===== src/rtl/fetch_unit.sv =====
// fetch_unit: PC-owning instruction-fetch sequencer (REQ -> WAIT -> HOLD, sticky HALT on misaligned target)
module fetch_unit #(
  parameter logic [31:0] RESET_PC = 32'h0000_0000,
  parameter logic [31:0] NOP_INST = 32'h0000_0013
) (
  input  logic        clk,
  input  logic        rst,
  input  logic [31:0] next_pc_in,
  output logic        imem_req_valid,
  output logic [31:0] imem_req_addr,
  input  logic        imem_req_ready,
  input  logic        imem_resp_valid,
  input  logic [31:0] imem_resp_data,
  output logic        inst_valid,
  output logic [31:0] inst,
  input  logic        inst_ready,
  output logic [31:0] pc_address,
  output logic        fetch_misaligned,
  output logic [31:0] inst_count
);
  typedef enum logic [1:0] {REQ, WAIT, HOLD, HALT} state_t;
  state_t state_q, state_d;
  logic [31:0] pc_q, pc_d, inst_q, inst_d, cnt_q, cnt_d;
  logic mis_q, mis_d;
  // next-state and registered-value updates; outputs are masked during reset
  always_comb begin
    state_d = state_q;
    pc_d = pc_q;
    inst_d = inst_q;
    cnt_d = cnt_q;
    mis_d = mis_q;
    case (state_q)
      REQ:  state_d = imem_req_ready ? WAIT : REQ;
      WAIT: if (imem_resp_valid) begin
        inst_d = imem_resp_data;
        state_d = HOLD;
      end
      HOLD: if (inst_ready) begin
        cnt_d = cnt_q + 32'd1;
        inst_d = NOP_INST;
        pc_d = (next_pc_in[1:0] == 2'b00) ? next_pc_in : pc_q;
        mis_d = next_pc_in[1:0] != 2'b00;
        state_d = (next_pc_in[1:0] == 2'b00) ? REQ : HALT;
      end
      default: state_d = HALT;
    endcase
    imem_req_valid = !rst && state_q == REQ;
    inst_valid = !rst && state_q == HOLD;
  end
  assign imem_req_addr = pc_q;
  assign pc_address = pc_q;
  assign inst = inst_q;
  assign fetch_misaligned = mis_q;
  assign inst_count = cnt_q;
  // state registers with synchronous reset
  always_ff @(posedge clk) begin
    if (rst) begin
      state_q <= REQ;
      pc_q <= RESET_PC;
      inst_q <= NOP_INST;
      cnt_q <= '0;
      mis_q <= 1'b0;
    end else begin
      state_q <= state_d;
      pc_q <= pc_d;
      inst_q <= inst_d;
      cnt_q <= cnt_d;
      mis_q <= mis_d;
    end
  end
endmodule


===== config.mk =====
export PLATFORM = sky130hd
export DESIGN_NAME = fetch_unit
export DESIGN_NICKNAME = d
export VERILOG_FILES = /design/src/rtl/fetch_unit.sv
export SDC_FILE = /design/constraint.sdc
export NUM_CORES = 1
export LEC_CHECK = 0
export ABC_AREA = 1
export CAP_MARGIN = 20
export CORE_MARGIN = 5
export CORE_UTILIZATION = 60
export CTS_CLUSTER_SIZE = 24
export DETAILED_ROUTE_END_ITERATION = 6
export DONT_BUFFER_PORTS = 1
export PLACE_DENSITY = 0.86
export SLEW_MARGIN = 20
export SYNTH_ARGS = -nofsm -noshare
export SYNTH_HDL_FRONTEND = slang
export SYNTH_SLANG_ARGS = --single-unit

===== constraint.sdc =====
create_clock -name clk -period 2.2 [get_ports clk]
set_input_delay 0.11 -clock clk [delete_from_list [all_inputs] [get_ports clk]]
set_output_delay 0.11 -clock clk [all_outputs]
set_load 0.01 [all_outputs]

## Word-level counts from Yosys, hierarchy flattened

Cells that the tools add are included.
Widths: inputs -> output; s select.

- Equal/unequal tests: 4
- Muxes and demuxes: 8
- Add/subtract/negate cells: 1
- Reduce and logical (&&, ||, !) cells: 11

Operators with widths:

| kind | number |
|---|---|
| $mux 32 | 2 |
| $pmux 32 s2 | 1 |
| $add 32x1->32 const B | 1 |
| $mux 2 | 3 |
| $pmux 2 s3 | 1 |
| $reduce_and 3->1 | 2 |
| $logic_not 2->1 | 2 |
| $ne 2x2->1 const B | 2 |
| $reduce_and 2->1 | 2 |
| $reduce_bool 2->1 | 2 |
| $eq 2x1->1 const B | 1 |
| $eq 2x2->1 const B | 1 |
| $logic_and 1x1->1 | 2 |
| $logic_not 1->1 | 1 |
| $mux 1 | 1 |

- Flip-flop bits (word level): 99
- Bits of input ports: 69
- Output and inout bits: 131
- Logic and storage cells: 29

## Depth between registers and ports, before layout

Gate-level depths: netlist of the first run.

- Depth in word-level cells: 4
- Depth in mapped cells: 9
- Depth with buffers taken out: 9

## Worst setup path after synthesis of the first run

OpenSTA, ideal clock, no wires.

- Path type: register -> register
- Start point: register cnt_q[1], in the netlist inst_count[1]
- End point: register cnt_q[12], in the netlist inst_count[12]
- Setup time: 0.128 ns
- Cell stages (with the launch flop): 8
- Path buffers: 0
- Period minus slack after synthesis: 1.451 ns
- Required time: 2.072 ns
- Path slack: 0.749 ns
- Data arrival time: 1.324 ns
- Cells stage by stage: dfxtp_1 ha_1 inv_1 nor2_1 nand3_1 nor2_4 xor2_1 nor2_1

- Cells in the longest elaborated chain, start to end: 1

RTL lines:

| element | RTL line | text |
|---|---|---|
| from (decl) | 23 | `logic [31:0] pc_q, pc_d, inst_q, inst_d, cnt_q, cnt_d;` |
| from (signal assigned) | 67 | `cnt_q <= cnt_d;` |
| $add 32x1->32 | 39 | `cnt_d = cnt_q + 32'd1;` |

Every way passes these cells.
A chain may end at the register's enable or synchronous reset.

## Worst setup path after layout of the first run

- Start point: register state_q[0]
- End point: register pc_q[13], in the netlist imem_req_addr[13]

- Cells in the longest elaborated chain, start to end: 2

RTL lines:

| element | RTL line | text |
|---|---|---|
| from (decl) | 22 | `state_t state_q, state_d;` |
| from (signal assigned) | 64 | `state_q <= state_d;` |
| $eq 2x2->1 | 32 | `case (state_q)` |
| $reduce_and 3->1 (no source line) | - |  |
| to (signal assigned) | 65 | `pc_q <= pc_d;` |
| to (decl) | 23 |  |

Every way passes these cells.

==> Flow_metrics.wiki, run 1 <==
{| class="wikitable"
! Metric !! Value
|-
| Initial antenna violation count || 1
|-
| Max clock buf depth || 2
|-
| Setup bufs post-CTS || 0
|-
| Total nets after synthesis || 709
|-
| PnR worst setup slack || 0.335 ns
|-
| Estimated wirelength of the detail-placed design || 8500 um
|-
| Mean instance size in the synthesized netlist || 7.03 sq um
|-
| Worst slack at placement || 0.268 ns
|-
| CTS clock-pin slew for the worst setup and hold paths || 0.10 ns
|-
| Number of port buffers || 0
|-
| Capturing element type of the critical path || flop
|-
| Final Cycle Share || 84.8%
|-
| Final TNS setup || 0 ns
|-
| Number of standard-cell rows in the floorplan || 31
|-
| VDD IR max || 448 uV
|-
| Maximum number of pins on one net before global-route repair || 40
|-
| Routability cong. || 0.909
|-
| End point of the worst hold path || inst[26]
|-
| Data arrival time of the worst path || 2.11 ns
|-
| Ratio of total power to cell area || 687 nW/um^2
|-
| Vias per cell || 5.84
|-
| Hold path startpoint || rst
|-
| Synth-to-Final Area Change || 15.3%
|-
| Crit Path Max Fanout || 31
|-
| Post-Route WL || 13300 um
|-
| Net count of the finished layout || 729
|-
| Total I/O pin count || 200
|-
| Netlist area before placement || 4490 sq um
|-
| Height of the die || 96.5 um
|-
| Overflow left after global routing || 0
|-
| Final setup fails || 0
|-
| Worst reg2reg setup slack || 0.33 ns
|-
| Worst hold path type || in2reg
|-
| Synth Area in Compound Gates || 10.7%
|-
| Layout fillers || 569
|-
| Worst Hold Path Cells || 2
|-
| Number of DRC violations after detailed-routing iteration 0 || 342
|-
| Max-capacitance violation count || 0
|-
| H-tree levels || 3
|-
| Static Leak || 2.01 nW
|-
| Transition at the pin with the smallest max-transition slack || 0.638 ns
|-
| RR Startpoint || state_q[0]
|-
| CTS Root Cell || sky130_fd_sc_hd__clkbuf_8
|-
| Area of the core region || 7290 sq um
|-
| Sequential fraction of the synthesis area || 44.1%
|-
| RSZ-0062 raised after global routing || false
|-
| Share of layout cells above drive strength 1 || 5.27%
|-
| Xor and xnor fraction of the mapped netlist area || 0.390%
|-
| Largest family of logic cells by synthesized area || simple AND/OR/NAND/NOR gates
|-
| Routed len/inst || 17.4 um
|-
| Total routing resource utilization after global routing || 28.2%
|-
| Category of the worst setup path launch point || flop
|-
| Count of nets left with antenna violations after detail routing || 0
|-
| Data required time at the worst endpoint || 2.44 ns
|-
| Adder-cell share of the synthesized area || 0.278%
|-
| Number of max-slew violations in the final report || 0
|-
| Number of remaining DRC errors || 0
|-
| Number of endpoints with negative hold slack in the final report || 0
|-
| Share of synthesized area spent on multiplexers || 0%
|-
| Wire length of the first global-routing pass || 20600 um
|-
| Post-synthesis share of cell area spent on and, or, nand and nor gates || 31.5%
|-
| Total clock buffers created by CTS || 9
|-
| Vias after detailed routing || 4468
|-
| Endpoint of the most critical register-to-register path || imem_req_addr[13]
|-
| FMAX || 536 MHz
|-
| Min Clock Period, post-route || 1.87 ns
|-
| Die Area || 9320 sq um
|-
| Detailed-routing iteration count for the pre-antenna-repair pass || 6
|-
| Clock tree from TritonCTS || built
|-
| Clock latency reported for the late side of the worst-skew pair || 0.35 ns
|-
| Via count of the first global-routing pass || 4267
|-
| Layout Skew || 0.00779 ns
|-
| Number of instances in the synthesized netlist || 639
|-
| Width of the die || 96.5 um
|-
| Initial core utilization || 61.6%
|-
| TritonCTS sink count || 99
|-
| Worst slew slack as a fraction of its limit || 57.4%
|-
| Number of register bits inferred by synthesis || 99
|-
| Critical setup path kind || reg2reg
|-
| Number of warnings reported in the yosys synthesis log || 0
|-
| Cell depth of the worst flop-to-flop path || 6
|-
| Result of the run || complete, no violations
|-
| Number of different library cells in the post-synthesis netlist || 29
|}
==> logic make-up after synthesis <==
family | Yosys count
simple gates | 327
flops | 99
fa+ha+maj | 1
xor+xnor | 2
buf+inv | 117
compound gates | 93
==> layout make-up <==
type,instances,area [sq um],area share (%)
timing repair buffer,71,718,13.9
clock inverter,5,61.3,1.18
tap,99,124,2.39
multi-input combinational,423,1930,37.2
clock buffer,11,151,2.92
antenna,2,5.00,0.0966
inverter,55,210,4.06
sequential,99,1980,38.3
==> Yosys cell counts (all sizes together) <==
master	instances	area share [%]
a21oi	44	4.9
a31oi	3	0.42
buf	50	7.4
clkbuf	12	1.0
dfxtp	99	44
ha	1	0.28
inv	55	4.6
nand2	84	7.0
nand3	89	10
nand3b	2	0.33
nand4	8	1.1
nor2	138	12
nor3	4	0.67
o211ai	2	0.33
o21a	1	0.17
o21ai	40	4.5
o22ai	3	0.42
or2	2	0.28
xnor2	1	0.19
xor2	1	0.19
==> metal layers <==
layer  track usage [%]  share of wire [%]  vias to the layer above
li1                  -                  -                     2071
met1              31.1                 35                     2032
met2              47.7                 50                      320
met3              10.1                 12                       43
met4              14.3                3.2                        2
met5                 0              0.052                        -
==> metrics by stage <==
stage               hold slack, ns  total power [mW]  instances  util [%]  instance area [sq um]
floorplan                    0.245              2.22        639         -                   4490
global placement             0.183              2.25        682      59.0                   4300
detailed placement           0.185              2.26        682      59.0                   4300
CTS                         0.0212              3.55        763      70.9                   5170
global route                0.0246              3.71        763      71.0                   5180
finish                      0.0504              3.56        765      71.1                   5180
==> worst max-delay path by stage <==
stage	from	endpoint	slack [ns]	cells past startpoint
after CTS	state_q[0]	fetch_misaligned	0.25	6
after detailed placement	state_q[0]	fetch_misaligned	0.27	6
final	state_q[0]	imem_req_addr[13]	0.33	6
after global placement	state_q[0]	fetch_misaligned	0.42	6
after floorplan	inst_count[1]	inst_count[12]	0.75	7
after global routing	state_q[0]	imem_req_addr[13]	0.10	6
==> power breakdown <==
part	switching [mW]	total, mW	internal [mW]
Combinational	0.224	0.391	0.167
Sequential	0.0984	1.96	1.86
Clock	0.617	1.21	0.593
Total	0.939	3.56	2.62
==> what timing repair did <==
item | in CTS | in global routing
endpoints found under the hold margin | 71 | 0
hold buffers | 65 | 0
gates resized for setup | 0 | 1
endpoints found under the setup margin | 0 | 1
==> placed cells by master, fill, tap and decap left out <==
master                          instances
sky130_fd_sc_hd__nor2_4                 2
sky130_fd_sc_hd__clkbuf_8              11
sky130_fd_sc_hd__nand4_1                8
sky130_fd_sc_hd__nand3_4                1
sky130_fd_sc_hd__clkinv_2               1
sky130_fd_sc_hd__or2_2                  2
sky130_fd_sc_hd__bufinv_16              1
sky130_fd_sc_hd__a31oi_1                3
sky130_fd_sc_hd__inv_1                 52
sky130_fd_sc_hd__ha_1                   1
sky130_fd_sc_hd__o21ai_0               40
sky130_fd_sc_hd__nor2_2                 2
sky130_fd_sc_hd__nor3_2                 2
sky130_fd_sc_hd__nand3b_1               2
sky130_fd_sc_hd__o21a_1                 1
sky130_fd_sc_hd__o22ai_1                3
sky130_fd_sc_hd__buf_4                  5
sky130_fd_sc_hd__nand2_1               84
sky130_fd_sc_hd__a21oi_1               44
sky130_fd_sc_hd__xor2_1                 1
sky130_fd_sc_hd__buf_12                 2
sky130_fd_sc_hd__dfxtp_1               99
sky130_fd_sc_hd__o211ai_1               2
sky130_fd_sc_hd__dlygate4sd3_1         64
sky130_fd_sc_hd__diode_2                2
sky130_fd_sc_hd__clkinvlp_4             1
sky130_fd_sc_hd__nand3_1               88
sky130_fd_sc_hd__inv_2                  2
sky130_fd_sc_hd__clkinv_4               3
sky130_fd_sc_hd__nor2_1               134
sky130_fd_sc_hd__nor3_1                 2
sky130_fd_sc_hd__xnor2_1                1
==> critical path: stages (launching register included) <==
cell,delay [ns]
sky130_fd_sc_hd__dfxtp_1,0.36
sky130_fd_sc_hd__inv_2,0.10
sky130_fd_sc_hd__nand3_4,0.19
sky130_fd_sc_hd__nor2_2,0.24
sky130_fd_sc_hd__clkinvlp_4,0.49
sky130_fd_sc_hd__nor2_1,0.31
sky130_fd_sc_hd__nor2_1,0.08
==> flip-flops by register name, indices dropped and copies added (netlist names) <==
name,cells
fetch_misaligned,1
imem_req_addr,32
inst,32
inst_count,32
state_q,2
Power figures use the tool's default switching activity.
==> inputs of run 2 (changes only) <==
==> constraint.sdc (replaced) <==
create_clock -name clk -period 1.8 [get_ports clk]
set_input_delay 0.09 -clock clk [delete_from_list [all_inputs] [get_ports clk]]
set_output_delay 0.09 -clock clk [all_outputs]
set_load 0.01 [all_outputs]
==> Flow_metrics.wiki, run 2 (same netlist as run 1, synthesis figures left out) <==
{| class="wikitable"
! Metric !! Value
|-
| Final Cycle Share || 89.3% (+4.5 points)
|-
| Post-Route WL || 13500 um (+1.5%)
|-
| Routed len/inst || 17.4 um (-0.33%)
|-
| Layout Skew || 0.0147 ns (+0.00688 ns)
|-
| Critical setup path kind || reg2reg
|-
| Routability cong. || 0.994 (+9.3%)
|-
| CTS clock-pin slew for the worst setup and hold paths || 0.09 ns (about the same)
|-
| Worst path cell trace || nand2_1, nor2_2, nand2_1, inv_1, nand3_1, nor2_1, nor2_1
|-
| Final setup fails || 0 (unchanged)
|-
| Total routing resource utilization after global routing || 28.3% (+0.15 points)
|-
| Initial core utilization || 61.6% (unchanged)
|-
| Transition at the pin with the smallest max-transition slack || 0.446 ns (-0.192 ns)
|-
| Category of the worst setup path launch point || flop
|-
| Crit Path Max Fanout || 6 (-81%)
|-
| Ratio of total power to cell area || 857 nW/um^2 (+25%)
|-
| Data arrival time of the worst path || 1.86 ns (-0.25 ns)
|-
| Initial antenna violation count || 1 (unchanged)
|-
| Number of remaining DRC errors || 0 (unchanged)
|-
| Final total power || 4.54 mW (+28%)
|-
| Synth-to-Final Area Change || 17.9%
|-
| Height of the die || 96.5 um (unchanged)
|-
| Net count of the finished layout || 742 (+1.8%)
|-
| Footprint of the multi-input gates || 1940 sq um (+0.39%)
|-
| Data required time at the worst endpoint || 2.06 ns (-0.38 ns)
|-
| Number of port buffers || 0 (unchanged)
|-
| H-tree levels || 3 (unchanged)
|-
| Final instance count without filler cells || 779 (+1.8%)
|-
| Max clock buf depth || 2 (unchanged)
|-
| Total I/O pin count || 200 (unchanged)
|-
| Area of the core region || 7290 sq um (unchanged)
|-
| Layout fillers || 556 (-2.3%)
|-
| Number of max-slew violations in the final report || 0 (unchanged)
|-
| Worst path slowest cell || sky130_fd_sc_hd__dfxtp_1
|-
| Wire length of the first global-routing pass || 20400 um (-1.1%)
|-
| Overflow left after global routing || 0 (unchanged)
|-
| Result of the run || complete, no violations
|-
| RSZ-0062 raised after global routing || false
|-
| Min Clock Period, post-route || 1.61 ns (-0.257 ns)
|-
| Static Leak || 2.09 nW (+3.7%)
|-
| Vias after detailed routing || 4430 (-0.85%)
|-
| TritonCTS sink count || 99 (unchanged)
|-
| Total clock buffers created by CTS || 9 (unchanged)
|-
| Worst hold path type || in2reg
|-
| Capturing element type of the critical path || flop
|-
| Commonest non-fill, non-tap cell in the layout || sky130_fd_sc_hd__nor2_1
|-
| Estimated wirelength of the detail-placed design || 8830 um (+3.9%)
|-
| Number of instances in the placed design || 695 (+1.9%)
|-
| Worst slew slack as a fraction of its limit || 70.2% (+13 points)
|-
| Count of nets left with antenna violations after detail routing || 0 (unchanged)
|-
| Clock tree from TritonCTS || built
|-
| Number of DRC violations after detailed-routing iteration 0 || 261 (-24%)
|-
| Max-capacitance violation count || 0 (unchanged)
|-
| Detailed-routing iteration count for the pre-antenna-repair pass || 5 (-1)
|-
| Clock latency reported for the late side of the worst-skew pair || 0.36 ns (about the same)
|-
| Width of the die || 96.5 um (unchanged)
|-
| Final TNS setup || 0 ns (unchanged)
|-
| Number of standard-cell rows in the floorplan || 31 (unchanged)
|-
| Via count of the first global-routing pass || 4328 (+1.4%)
|-
| Number of endpoints with negative hold slack in the final report || 0 (unchanged)
|-
| Share of layout cells above drive strength 1 || 7.25% (+2.0 points)
|-
| CTS Root Cell || sky130_fd_sc_hd__clkbuf_8
|-
| Maximum number of pins on one net before global-route repair || 40 (unchanged)
|-
| Sequential standard cell area || 1980 sq um (about the same)
|-
| Delay of the slowest critical-path stage || 0.48 ns (about the same)
|-
| VDD IR max || 523 uV (+17%)
|-
| Die Area || 9320 sq um (unchanged)
|-
| FMAX || 622 MHz (+16%)
|-
| Vias per cell || 5.69 (-2.6%)
|-
| Top library cells by usage in the layout, fill and taps aside || sky130_fd_sc_hd__nor2_1, sky130_fd_sc_hd__dfxtp_1, sky130_fd_sc_hd__nand3_1, sky130_fd_sc_hd__nand2_1, sky130_fd_sc_hd__dlygate4sd3_1
|}
-- run 2: cell count changes in the layout (fill, tap and decap cells not counted), moves of 2 or more --
cell,delta
sky130_fd_sc_hd__clkinv_4,-2
sky130_fd_sc_hd__diode_2,+2
sky130_fd_sc_hd__bufinv_16,+2
sky130_fd_sc_hd__clkbuf_8,-2
sky130_fd_sc_hd__buf_4,+14
-- run 2: final cells by class --
type / count / share of cell area [%]
diodes: 4 / 0.189
clock inverters: 6 / 2.12
well taps: 99 / 2.34
flip-flops and latches: 99 / 37.4
inverters: 55 / 3.90
multi-input cells: 423 / 36.5
repair buffers: 84 / 15.2
clock buffers: 9 / 2.34
-- run 2: per-stage QoR --
| step | util (%) | hold WS, ns | setup slack [ns] | cell area (sq um) |
|---|---|---|---|---|
| finish | 72.7 | 0.0236 | 0.192 | 5300 |
| global route | 72.5 | 0.0251 | 0.00669 | 5290 |
| CTS | 72.4 | 0.0120 | 0.197 | 5280 |
| detailed placement | 60.1 | 0.167 | 0.222 | 4380 |
| global placement | 60.1 | 0.164 | 0.293 | 4380 |
| floorplan | - | 0.225 | 0.349 | 4490 |
-- run 2: report_power, final --
| part | total (mW) | internal (mW) | switching [mW] |
|---|---|---|---|
| clock network | 1.67 | 0.921 | 0.750 |
| logic | 0.482 | 0.207 | 0.275 |
| registers | 2.39 | 2.27 | 0.115 |
| total | 4.54 | 3.40 | 1.14 |
-- run 2: critical path, delay by kind of cell, from the launching register on --
| kind | cells | cell delay, ns |
|---|---|---|
| flip-flops | 1 | 0.48 |
| buffers and inverters | 1 | 0.18 |
| AND/OR/NAND/NOR | 6 | 0.85 |
-- run 2: worst paths after layout --
path                    start          endpoint  slack [ns]  cells past startpoint
max reg2reg     inst_count[4]    inst_count[14]        0.19                      7
min reg2reg  fetch_misaligned  fetch_misaligned        0.53                      2
min                       rst    inst_count[26]        0.02                      2
max             inst_count[4]    inst_count[14]        0.19                      7
-- run 2: per-layer routing --
metal | GRT usage, % | vias to the layer above | wire length [um]
met1 | 31.0 | 1989 | 4850
met2 | 48.5 | 287 | 6790
met3 | 9.06 | 49 | 1480
li1 | - | 2103 | -
met5 | 0 | - | 13
met4 | 15.5 | 2 | 409
-- run 2: repair_timing --
item | 4_1_cts | 5_1_grt
hold buffers | 65 | 0
resized for setup | 0 | 3
buffers inserted | 0 | 0
endpoints found under the hold margin | 71 | 0
endpoints found under the setup margin | 0 | 4
==> inputs of run 3 (changes only) <==
==> constraint.sdc (replaced) <==
create_clock -name clk -period 1.8 [get_ports clk]
set_input_delay 0.36 -clock clk [delete_from_list [all_inputs] [get_ports clk]]
set_output_delay 0.36 -clock clk [all_outputs]
set_load 0.01 [all_outputs]
==> Flow_metrics.wiki, run 3 (same netlist as run 1, synthesis figures left out) <==
{| class="wikitable"
! Metric !! Value
|-
| Result of the run || complete, no violations
|-
| Final setup fails || 0 (unchanged)
|-
| Total clock buffers created by CTS || 9 (unchanged)
|-
| Total I/O pin count || 200 (unchanged)
|-
| Number of max-slew violations in the final report || 0 (unchanged)
|-
| Area of the core region || 7290 sq um (unchanged)
|-
| Worst slack at placement || 0.215 ns (-0.00711 ns)
|-
| FMAX || 595 MHz (-4.3%)
|-
| Delay of the slowest critical-path stage || 0.36 ns (-0.12 ns)
|-
| Category of the worst setup path launch point || flop
|-
| Max clock buf depth || 2 (unchanged)
|-
| Vias after detailed routing || 4098 (-7.5%)
|-
| Vias per cell || 5.75 (+1.1%)
|-
| Ratio of total power to cell area || 915 nW/um^2 (+6.7%)
|-
| H-tree levels || 3 (unchanged)
|-
| Worst Hold Path Cells || 1 (-1)
|-
| RSZ-0062 raised after global routing || false
|-
| Total routing resource utilization after global routing || 24.3% (-4.0 points)
|-
| TritonCTS sink count || 99 (unchanged)
|-
| Min Hold Slack || 0.0576 ns (+0.0341 ns)
|-
| Height of the die || 96.5 um (unchanged)
|-
| Initial core utilization || 61.6% (unchanged)
|-
| Maximum number of pins on one net before global-route repair || 43 (+7.5%)
|-
| Critical setup path kind || reg2reg
|-
| Routed len/inst || 16.6 um (-4.2%)
|-
| Top library cells by usage in the layout, fill and taps aside || sky130_fd_sc_hd__nor2_1, sky130_fd_sc_hd__dfxtp_1, sky130_fd_sc_hd__nand3_1, sky130_fd_sc_hd__nand2_1, sky130_fd_sc_hd__inv_1
|-
| Capturing element type of the critical path || flop
|-
| Die Area || 9320 sq um (unchanged)
|-
| Synth-to-Final Area Change || 2.51%
|-
| Crit Path Max Fanout || 16 (+10)
|-
| Critical path's most frequent cell || sky130_fd_sc_hd__nor2_1
|-
| Setup bufs post-CTS || 0 (unchanged)
|-
| Number of standard-cell rows in the floorplan || 31 (unchanged)
|-
| Post-Route WL || 11900 um (-12%)
|-
| Clock tree from TritonCTS || built
|-
| Final TNS setup || 0 ns (unchanged)
|-
| Routability cong. || 1.01 (+1.5%)
|-
| Worst path cell trace || inv_2, nand3_4, nor2_1, nand2_1, nor2_1, nand4_1, nand2_1, nor2_1
|-
| Number of remaining DRC errors || 0 (unchanged)
|-
| Layout Skew || 0.0156 ns (+0.000887 ns)
|-
| Data required time at the worst endpoint || 2.07 ns (about the same)
|-
| Cell depth of the worst flop-to-flop path || 8 (+1)
|-
| Commonest non-fill, non-tap cell in the layout || sky130_fd_sc_hd__nor2_1
|-
| Count of nets left with antenna violations after detail routing || 0 (unchanged)
|-
| CTS clock-pin slew for the worst setup and hold paths || 0.11 ns (+0.02 ns)
|-
| Number of DRC violations after detailed-routing iteration 0 || 277 (+6.1%)
|-
| Worst hold path type || in2reg
|-
| Sequential standard cell area || 1980 sq um (about the same)
|-
| Layout fillers || 642 (+15%)
|-
| Detailed-routing iteration count for the pre-antenna-repair pass || 6 (+1)
|-
| Estimated wirelength of the detail-placed design || 8850 um (+0.28%)
|-
| Min Clock Period, post-route || 1.68 ns (+0.0728 ns)
|-
| Antenna cell count || 0 (-4)
|-
| Number of endpoints with negative hold slack in the final report || 0 (unchanged)
|-
| CTS Root Cell || sky130_fd_sc_hd__clkbuf_8
|-
| Worst slew slack as a fraction of its limit || 75.5% (+5.3 points)
|-
| Width of the die || 96.5 um (unchanged)
|-
| Max-capacitance violation count || 0 (unchanged)
|-
| PostCTS Resize Cnt || 0 (unchanged)
|-
| Wire length of the first global-routing pass || 17600 um (-14%)
|-
| Worst path slowest cell || sky130_fd_sc_hd__dfxtp_1
|-
| Via count of the first global-routing pass || 3640 (-16%)
|-
| Data arrival time of the worst path || 1.95 ns (+0.09 ns)
|-
| VDD IR max || 546 uV (+4.5%)
|-
| Net count of the finished layout || 679 (-8.5%)
|-
| PnR worst setup slack || 0.119 ns (-0.0728 ns)
|-
| Footprint of the multi-input gates || 1930 sq um (-0.39%)
|-
| Initial antenna violation count || 0 (-1)
|-
| Number of port buffers || 0 (unchanged)
|-
| Clock latency reported for the late side of the worst-skew pair || 0.36 ns (about the same)
|-
| Share of layout cells above drive strength 1 || 7.82% (+0.57 points)
|-
| # hold bufs at CTS || 0 (-100%)
|-
| Final Cycle Share || 93.4% (+4.0 points)
|-
| Overflow left after global routing || 0 (unchanged)
|-
| Static Leak || 1.80 nW (-14%)
|-
| Transition at the pin with the smallest max-transition slack || 0.366 ns (-0.0802 ns)
|-
| Final total power || 4.21 mW (-7.2%)
|}
-- run 3: cell types whose count changed in the layout (fill, tap and decap cells not counted), moves of 2 or more --
cell,previous run,this run
sky130_fd_sc_hd__buf_4,19,21
sky130_fd_sc_hd__bufinv_16,3,1
sky130_fd_sc_hd__diode_2,4,0
sky130_fd_sc_hd__dlygate4sd3_1,64,0
sky130_fd_sc_hd__inv_8,0,2
-- run 3: cell type report --
class,instances,area share (%)
clock inverters,7,1.82
clock buffers,9,2.69
multi-input cells,423,41.9
repair buffers,21,3.42
flip-flops and latches,99,43.0
well taps,99,2.69
inverters,55,4.48
-- run 3: critical path, delay by kind of cell (launching register included) --
| kind | cells | cell delay [ns] |
|---|---|---|
| buf+inv | 1 | 0.11 |
| simple gates | 7 | 1.13 |
| flops | 1 | 0.36 |
-- run 3: path summary, 6_finish.rpt --
check / slack [ns] / start / endpoint
setup / recovery: 0.12 / state_q[0] / inst_count[31]
hold reg to reg: 0.51 / fetch_misaligned / fetch_misaligned
setup reg to reg: 0.12 / state_q[0] / inst_count[31]
hold / removal: 0.06 / rst / inst_count[26]
-- run 3: metal layers --
| metal | share of wire [%] | GRT usage (%) | up-vias |
|---|---|---|---|
| met4 | 2.6 | 9.58 | 0 |
| li1 | - | - | 1971 |
| met2 | 49 | 42.2 | 263 |
| met3 | 11 | 6.51 | 39 |
| met5 | 0 | 0 | - |
| met1 | 37 | 28.4 | 1825 |
-- run 3: metrics by stage --
step	instances	cell area (sq um)	utilization, %
detailed placement	697	4400	60.3
finish	713	4610	63.2
global route	713	4610	63.2
global placement	697	4400	60.3
floorplan	639	4490	-
CTS	713	4610	63.2
-- run 3: power by group --
part | leakage (nW) | internal, mW | switching [mW]
logic | 0.896 | 0.118 | 0.224
registers | 0.801 | 2.28 | 0.114
clock network | 0.108 | 0.673 | 0.811
total | 1.80 | 3.07 | 1.15
